`src/rtl/busca_instrucao.sv`:
```
// ---------------------------------------------------------------------------
// busca_instrucao -- instruction-fetch stage of the multicycle datapath.
//
// Holds the program counter and the instruction register. Runs the read
// handshake with instruction memory and slices the IR into decode fields.
// The PC is updated every cycle from the control-unit strobes. This update
// does not depend on the fetch FSM.
//
// Ports:
//   clk, rst_n       clock (rising edge), asynchronous active-low reset
//   esc_ir           fetch request (EscIR), accepted only when idle
//   esc_cp           unconditional PC write (EscCP)
//   esc_cond_cp      PC write qualified by zero (EscCondCP)
//   fonte_cp         PC source: 0 = pc + 1, 1 = pc_alvo (FonteCP)
//   zero             ALU zero flag
//   pc_alvo          branch/jump target
//   mem_req/addr     registered memory read request and address
//   mem_ack/rdata    read-data-valid strobe and instruction word
//   ir               instruction register
//   opcode .. endereco  combinational slices of ir
//   pc               current program counter
//   ir_valido        one-cycle pulse when ir holds a newly fetched word
//   ocupado          high whenever the fetch FSM is not idle
//   erro_busca       sticky fetch-timeout flag (only with BUSCA_TIMEOUT_EN)
//
// Build option: define BUSCA_TIMEOUT_EN to abort a fetch after
// TIMEOUT_CICLOS cycles in BUSCA without an ack. The aborted fetch loads a
// NOP and raises erro_busca.
// ---------------------------------------------------------------------------
module busca_instrucao #(
    parameter int unsigned LARG_PC        = 12,
    parameter int unsigned PC_INICIAL     = 0,
    parameter int unsigned TIMEOUT_CICLOS = 8
) (
    input  logic               clk,
    input  logic               rst_n,
    input  logic               esc_ir,
    input  logic               esc_cp,
    input  logic               esc_cond_cp,
    input  logic               fonte_cp,
    input  logic               zero,
    input  logic [LARG_PC-1:0] pc_alvo,
    output logic               mem_req,
    output logic [LARG_PC-1:0] mem_addr,
    input  logic               mem_ack,
    input  logic [15:0]        mem_rdata,
    output logic [15:0]        ir,
    output logic [3:0]         opcode,
    output logic [3:0]         campo_rd,
    output logic [3:0]         campo_rs,
    output logic [3:0]         campo_rt,
    output logic [7:0]         imediato,
    output logic [11:0]        endereco,
    output logic [LARG_PC-1:0] pc,
    output logic               ir_valido,
    output logic               ocupado
`ifdef BUSCA_TIMEOUT_EN
    ,
    output logic               erro_busca
`endif
);

    if (TIMEOUT_CICLOS == 0) begin : g_cfg_invalid
        $error("busca_instrucao: TIMEOUT_CICLOS must be at least 1");
    end

    typedef enum logic [1:0] {
        OCIOSO,
        BUSCA,
        ENTREGA
    } estado_t;

    estado_t            estado, estado_prox;
    logic               mem_req_prox;
    logic [LARG_PC-1:0] mem_addr_prox;
    logic [15:0]        ir_prox;
    logic               ir_valido_prox;
    logic               pc_wr;
    logic [LARG_PC-1:0] pc_prox;

`ifdef BUSCA_TIMEOUT_EN
    localparam int unsigned CNT_W = (TIMEOUT_CICLOS > 1) ? $clog2(TIMEOUT_CICLOS) : 1;
    logic [CNT_W-1:0] cnt, cnt_prox;
    logic             erro_prox;
`endif

    // ------------------------------------------------------------------
    // Decode fields
    // ------------------------------------------------------------------
    assign opcode   = ir[15:12];
    assign campo_rd = ir[11:8];
    assign campo_rs = ir[7:4];
    assign campo_rt = ir[3:0];
    assign imediato = ir[7:0];
    assign endereco = ir[11:0];

    assign ocupado  = (estado != OCIOSO);

    // ------------------------------------------------------------------
    // PC update (independent of the fetch FSM; pc + 1 wraps naturally)
    // ------------------------------------------------------------------
    assign pc_wr = esc_cp | (esc_cond_cp & zero);

    always_comb begin
        pc_prox = pc;
        if (pc_wr) begin
            pc_prox = fonte_cp ? pc_alvo : pc + 1'b1;
        end
    end

    // ------------------------------------------------------------------
    // Fetch FSM: next state and registered outputs
    // ------------------------------------------------------------------
    always_comb begin
        estado_prox    = estado;
        mem_req_prox   = mem_req;
        mem_addr_prox  = mem_addr;
        ir_prox        = ir;
        ir_valido_prox = 1'b0;
`ifdef BUSCA_TIMEOUT_EN
        cnt_prox       = cnt;
        erro_prox      = erro_busca;
`endif
        unique case (estado)
            OCIOSO: begin
                if (esc_ir) begin
                    // Captures the PC before any write in this same cycle.
                    mem_addr_prox = pc;
                    mem_req_prox  = 1'b1;
                    estado_prox   = BUSCA;
`ifdef BUSCA_TIMEOUT_EN
                    cnt_prox      = '0;
`endif
                end
            end
            BUSCA: begin
                if (mem_ack) begin
                    ir_prox        = mem_rdata;
                    mem_req_prox   = 1'b0;
                    ir_valido_prox = 1'b1;
                    estado_prox    = ENTREGA;
                end
`ifdef BUSCA_TIMEOUT_EN
                // cnt counts the earlier BUSCA cycles that had no ack. The
                // limit is reached on the TIMEOUT_CICLOS-th such cycle. An
                // ack in that same cycle still takes priority.
                else if (cnt == CNT_W'(TIMEOUT_CICLOS - 1)) begin
                    ir_prox        = '0;
                    mem_req_prox   = 1'b0;
                    ir_valido_prox = 1'b1;
                    erro_prox      = 1'b1;
                    estado_prox    = ENTREGA;
                end else begin
                    cnt_prox = cnt + 1'b1;
                end
`endif
            end
            ENTREGA: begin
                estado_prox = OCIOSO;
            end
            default: begin
                estado_prox  = OCIOSO;
                mem_req_prox = 1'b0;
            end
        endcase
    end

    // ------------------------------------------------------------------
    // State and datapath registers
    // ------------------------------------------------------------------
    always_ff @(posedge clk or negedge rst_n) begin
        if (!rst_n) begin
            estado    <= OCIOSO;
            pc        <= LARG_PC'(PC_INICIAL);
            ir        <= '0;
            mem_req   <= 1'b0;
            mem_addr  <= '0;
            ir_valido <= 1'b0;
        end else begin
            estado    <= estado_prox;
            pc        <= pc_prox;
            ir        <= ir_prox;
            mem_req   <= mem_req_prox;
            mem_addr  <= mem_addr_prox;
            ir_valido <= ir_valido_prox;
        end
    end

`ifdef BUSCA_TIMEOUT_EN
    always_ff @(posedge clk or negedge rst_n) begin
        if (!rst_n) begin
            cnt        <= '0;
            erro_busca <= 1'b0;
        end else begin
            cnt        <= cnt_prox;
            erro_busca <= erro_prox;
        end
    end
`endif

endmodule

```
`config.mk`:
```
export PLATFORM = sky130hd
export DESIGN_NAME = busca_instrucao
export DESIGN_NICKNAME = d
export VERILOG_FILES = /design/src/rtl/busca_instrucao.sv
export SDC_FILE = /design/constraint.sdc
export NUM_CORES = 1
export LEC_CHECK = 0
export CORE_UTILIZATION = 40
export CTS_CLUSTER_DIAMETER = 120
export DETAILED_ROUTE_END_ITERATION = 10
export GPL_TIMING_DRIVEN = 0
export PLACE_DENSITY = 0.89
export SLEW_MARGIN = 20
export SYNTH_ARGS = -nofsm -noshare
export SYNTH_HDL_FRONTEND = slang
export SYNTH_SLANG_ARGS = --single-unit
```
`constraint.sdc`:
```
create_clock -name clk -period 2.1 [get_ports clk]
set_input_delay 0.42 -clock clk [delete_from_list [all_inputs] [get_ports clk]]
set_output_delay 0.42 -clock clk [all_outputs]
set_load 0.02 [all_outputs]
```
==> results <==
-- cell usage in the layout (no fill, tap or decap), types with 2 or more instances in the layout --
cell	count
nor2_1	8
dfrtp_1	44
buf_4	37
nand2_1	6
nor3_1	2
buf_6	2
mux2_2	28
inv_1	6
and3_2	3
clkbuf_1	3
clkinv_2	2
mux2i_1	3
buf_2	3
a31oi_1	3
nand3_1	7
nand4_1	3
o21ai_0	11
clkbuf_8	6
and3_1	2
and4_1	2
clkdlybuf4s50_1	113
a21oi_1	14
nor4_1	2
-- Yosys cell counts --
cell type and count:
a31oi_1 3, or2_2 1, and3_2 3, buf_4 37, and4_1 2, nor2_1 8, or4_1 1, inv_1 6
buf_6 2, a32oi_1 1, mux2i_1 3, and3_1 2, mux2_2 28, and3b_2 1, nand3_1 7, dfrtp_1 44
nand4_1 3, nor4_1 2, o2bb2ai_1 1, buf_2 2, o21ai_0 11, a21oi_1 14, nand2_1 6, o22a_1 1
a21o_2 1, clkbuf_1 3, nor2b_1 1, o22ai_1 1, ha_1 1, o22a_2 1, nor3_1 2, a21o_1 1
or3_1 1
-- worst max-delay path, stage by stage (launching register included) --
cell             delay (ns)
dfrtp_1                0.42
or2_2                  0.32
clkdlybuf4s50_1        0.54
-- how the worst max path moves through the flow --
stage / slack, ns / endpoint / startpoint / cells past startpoint
2_1_floorplan: 0.41 / pc[10]$_DFFE_PN0P_ / pc[0]$_DFFE_PN0P_ / 5
3_3_place_gp: -0.58 / estado[1]$_DFFE_PN0P_ / rst_n / 1
3_5_place_dp: 0.04 / ir[1]$_DFFE_PN0P_ / mem_ack / 5
4_1_cts: 0.10 / ocupado / estado[0]$_DFFE_PN0P_ / 2
5_1_grt: 0.05 / ocupado / estado[0]$_DFFE_PN0P_ / 2
6_report: 0.12 / ocupado / estado[0]$_DFFE_PN0P_ / 2
-- stage by stage --
step / setup TNS (ns) / hold WS, ns
floorplan: 0 / 0.124
global placement: -25.28 / 0.427
detailed placement: 0 / 0.340
CTS: 0 / 0.0107
global route: 0 / 0.0357
finish: 0 / 0.0135
-- cell type report --
cell class                 instances  area, sq um  share of cell area (%)
timing repair buffer             115         1160                    32.5
sequential                        44         1100                    30.9
multi-input combinational        107          778                    21.9
buffer                            44          322                    9.03
tap                               70         87.6                    2.46
clock buffer                       6         82.6                    2.32
inverter                           6         22.5                   0.633
clock inverter                     2         10.0                   0.281
-- power by group --
part           total [uW]  internal [uW]  switching (uW)
registers            1310           1090             224
clock network         540            262             278
logic                2370           1340            1030
-- state kept, by name, indices dropped and copies added (netlist names) --
name	count
mem_addr	12
ir_valido	1
ir	16
mem_req	1
estado	2
pc	12
-- layer usage --
metal | routed length (um) | global-route usage, % | part of all wire [%] | vias to the layer above
met4 | 78 | 7.50 | 1.5 | 0
met1 | 2320 | 24.8 | 44 | 897
met3 | 324 | 3.83 | 6.1 | 6
met2 | 2600 | 31.6 | 49 | 86
met5 | 0 | 0 | 0 | -
li1 | - | - | - | 920
-- kinds of logic after synthesis --
family / synth area share [%]
compound gates: 9.12
fa+ha+maj: 0.563
buf+inv: 15.5
flops: 49.5
mux: 15.5
simple gates: 9.79
==> metrics.md <==
| Metric | Value |
|---|---|
| Syn. warnings | 0 |
| Initial antenna violation count | 0 |
| Final core utilization | 68.0% |
| Max Cap Violations | 0 |
| CP endpoint kind | output port |
| Initial Util | 42.5% |
| Die Height | 76.6 um |
| Area Growth Syn to Fin | 60.1% |
| Drt wl/cell | 13.5 um |
| Synth Cell Area | 2220 sq um |
| Largest cells by area after synthesis | dfrtp_1 50%, mux2_2 14%, buf_4 12%, a21oi_1 3.2%, o21ai_0 2.5% |
| Clk_skew | 0.00665 ns |
| Worst-Skew Late Latency | 0.30 ns |
| Post-Syn Nets | 238 |
| Synth top area share | 49.5% |
| Crit Path Category | flop to output port |
| Cts bufs inserted | 5 |
| PostCTS Resize Cnt | 0 |
| Status | finished clean |
| Worst Path Required | 1.68 ns |
| Clock transition at path regs | 0.08 ns |
| # fillers | 421 |
| Input/output buffers | 114 |
| Max-slew headroom | 55.1% |
| Layout cells sized above 1 | 26.5% |
| Final Cell Area | 3560 sq um |
| Crit path time final | 1.98 ns |
| Biggest area consumer among synthesized cells | dfrtp_1 |
| Pre-Repair DR Iteration Count | 4 |
| Core box area | 5240 sq um |
| Maximum clock path buffer count | 2 |
| Worst Tran Pin Value | 0.673 ns |
| Worst Path Arrival | 1.56 ns |
| CTS sink count | 44 |
| R2R Setup Slk | 0.42 ns |
| DP Cell Count | 386 |
| Hold-fix buffers, CTS | 0 |
| Root Driver | clkbuf_8 |
| H-tree depth | 2 |
| Maximum VDD drop | 0.780 mV |
| Period utilization | 94.3% |
| Postcts setup bufs | 0 |
| Synth Area per Inst | 11.1 sq um |
| Final Instance Count excl. Fillers | 394 |
| Antenna cells | 0 |
| Worst hold path type | input pin to asynchronous set/reset pin |
| RR Startpoint | estado[0]$_DFFE_PN0P_ |
| Fin worst setup slack | 0.120 ns |
| Critical path launch point type | flop |
| Row cnt | 26 |
| Post-synth cell types | 33 |
| Iteration-0 DRC Markers | 64 |
| Vias in the first global route | 1830 |
| Final count of pins violating max slew | 0 |
| Syn Inst Count | 201 |
| R2R depth | 4 |
| Vias after detailed routing | 1909 |
| Die area | 5860 sq um |
| Leakage | 0.00153 uW |
| Die width | 76.6 um |
| Layout net count | 360 |
| Final setup viols | 0 |
| GRT overflow | 0 |
| Yosys reg bits | 44 |
| Area of placed instances | 3470 sq um |
| Crit-path max FO | 5 |
| Total power | 4220 uW |
| GPL Wtd Cong | 0.872 |
| CTS tree | yes |
| Unrepaired setup endpoints after global routing | no |
| First-pass GRT wire length | 9.00 mm |
| Ports | 115 |
| DR vias/cell | 4.85 |
| DPL Wire Length | 4.12 mm |
| Register area share after synthesis | 49.5% |
| Global Route Usage Sum | 19.2% |
| Final wirelength | 5.32 mm |
| Residual DRC | 0 |
| Reg-to-reg endpoint | mem_addr[9]$_DFFE_PN0P_ |
| PD cells | 1190 nW/um^2 |
| Pre-CTS setup slack | 0.0365 ns |
| Largest net degree at the start of global routing | 32 |
| Hold Fails Final Rpt | 0 |
| Maximum clock rate | 505 MHz |
| Antenna violation net count after detailed routing | 0 |
Power figures use the tool's default switching activity.
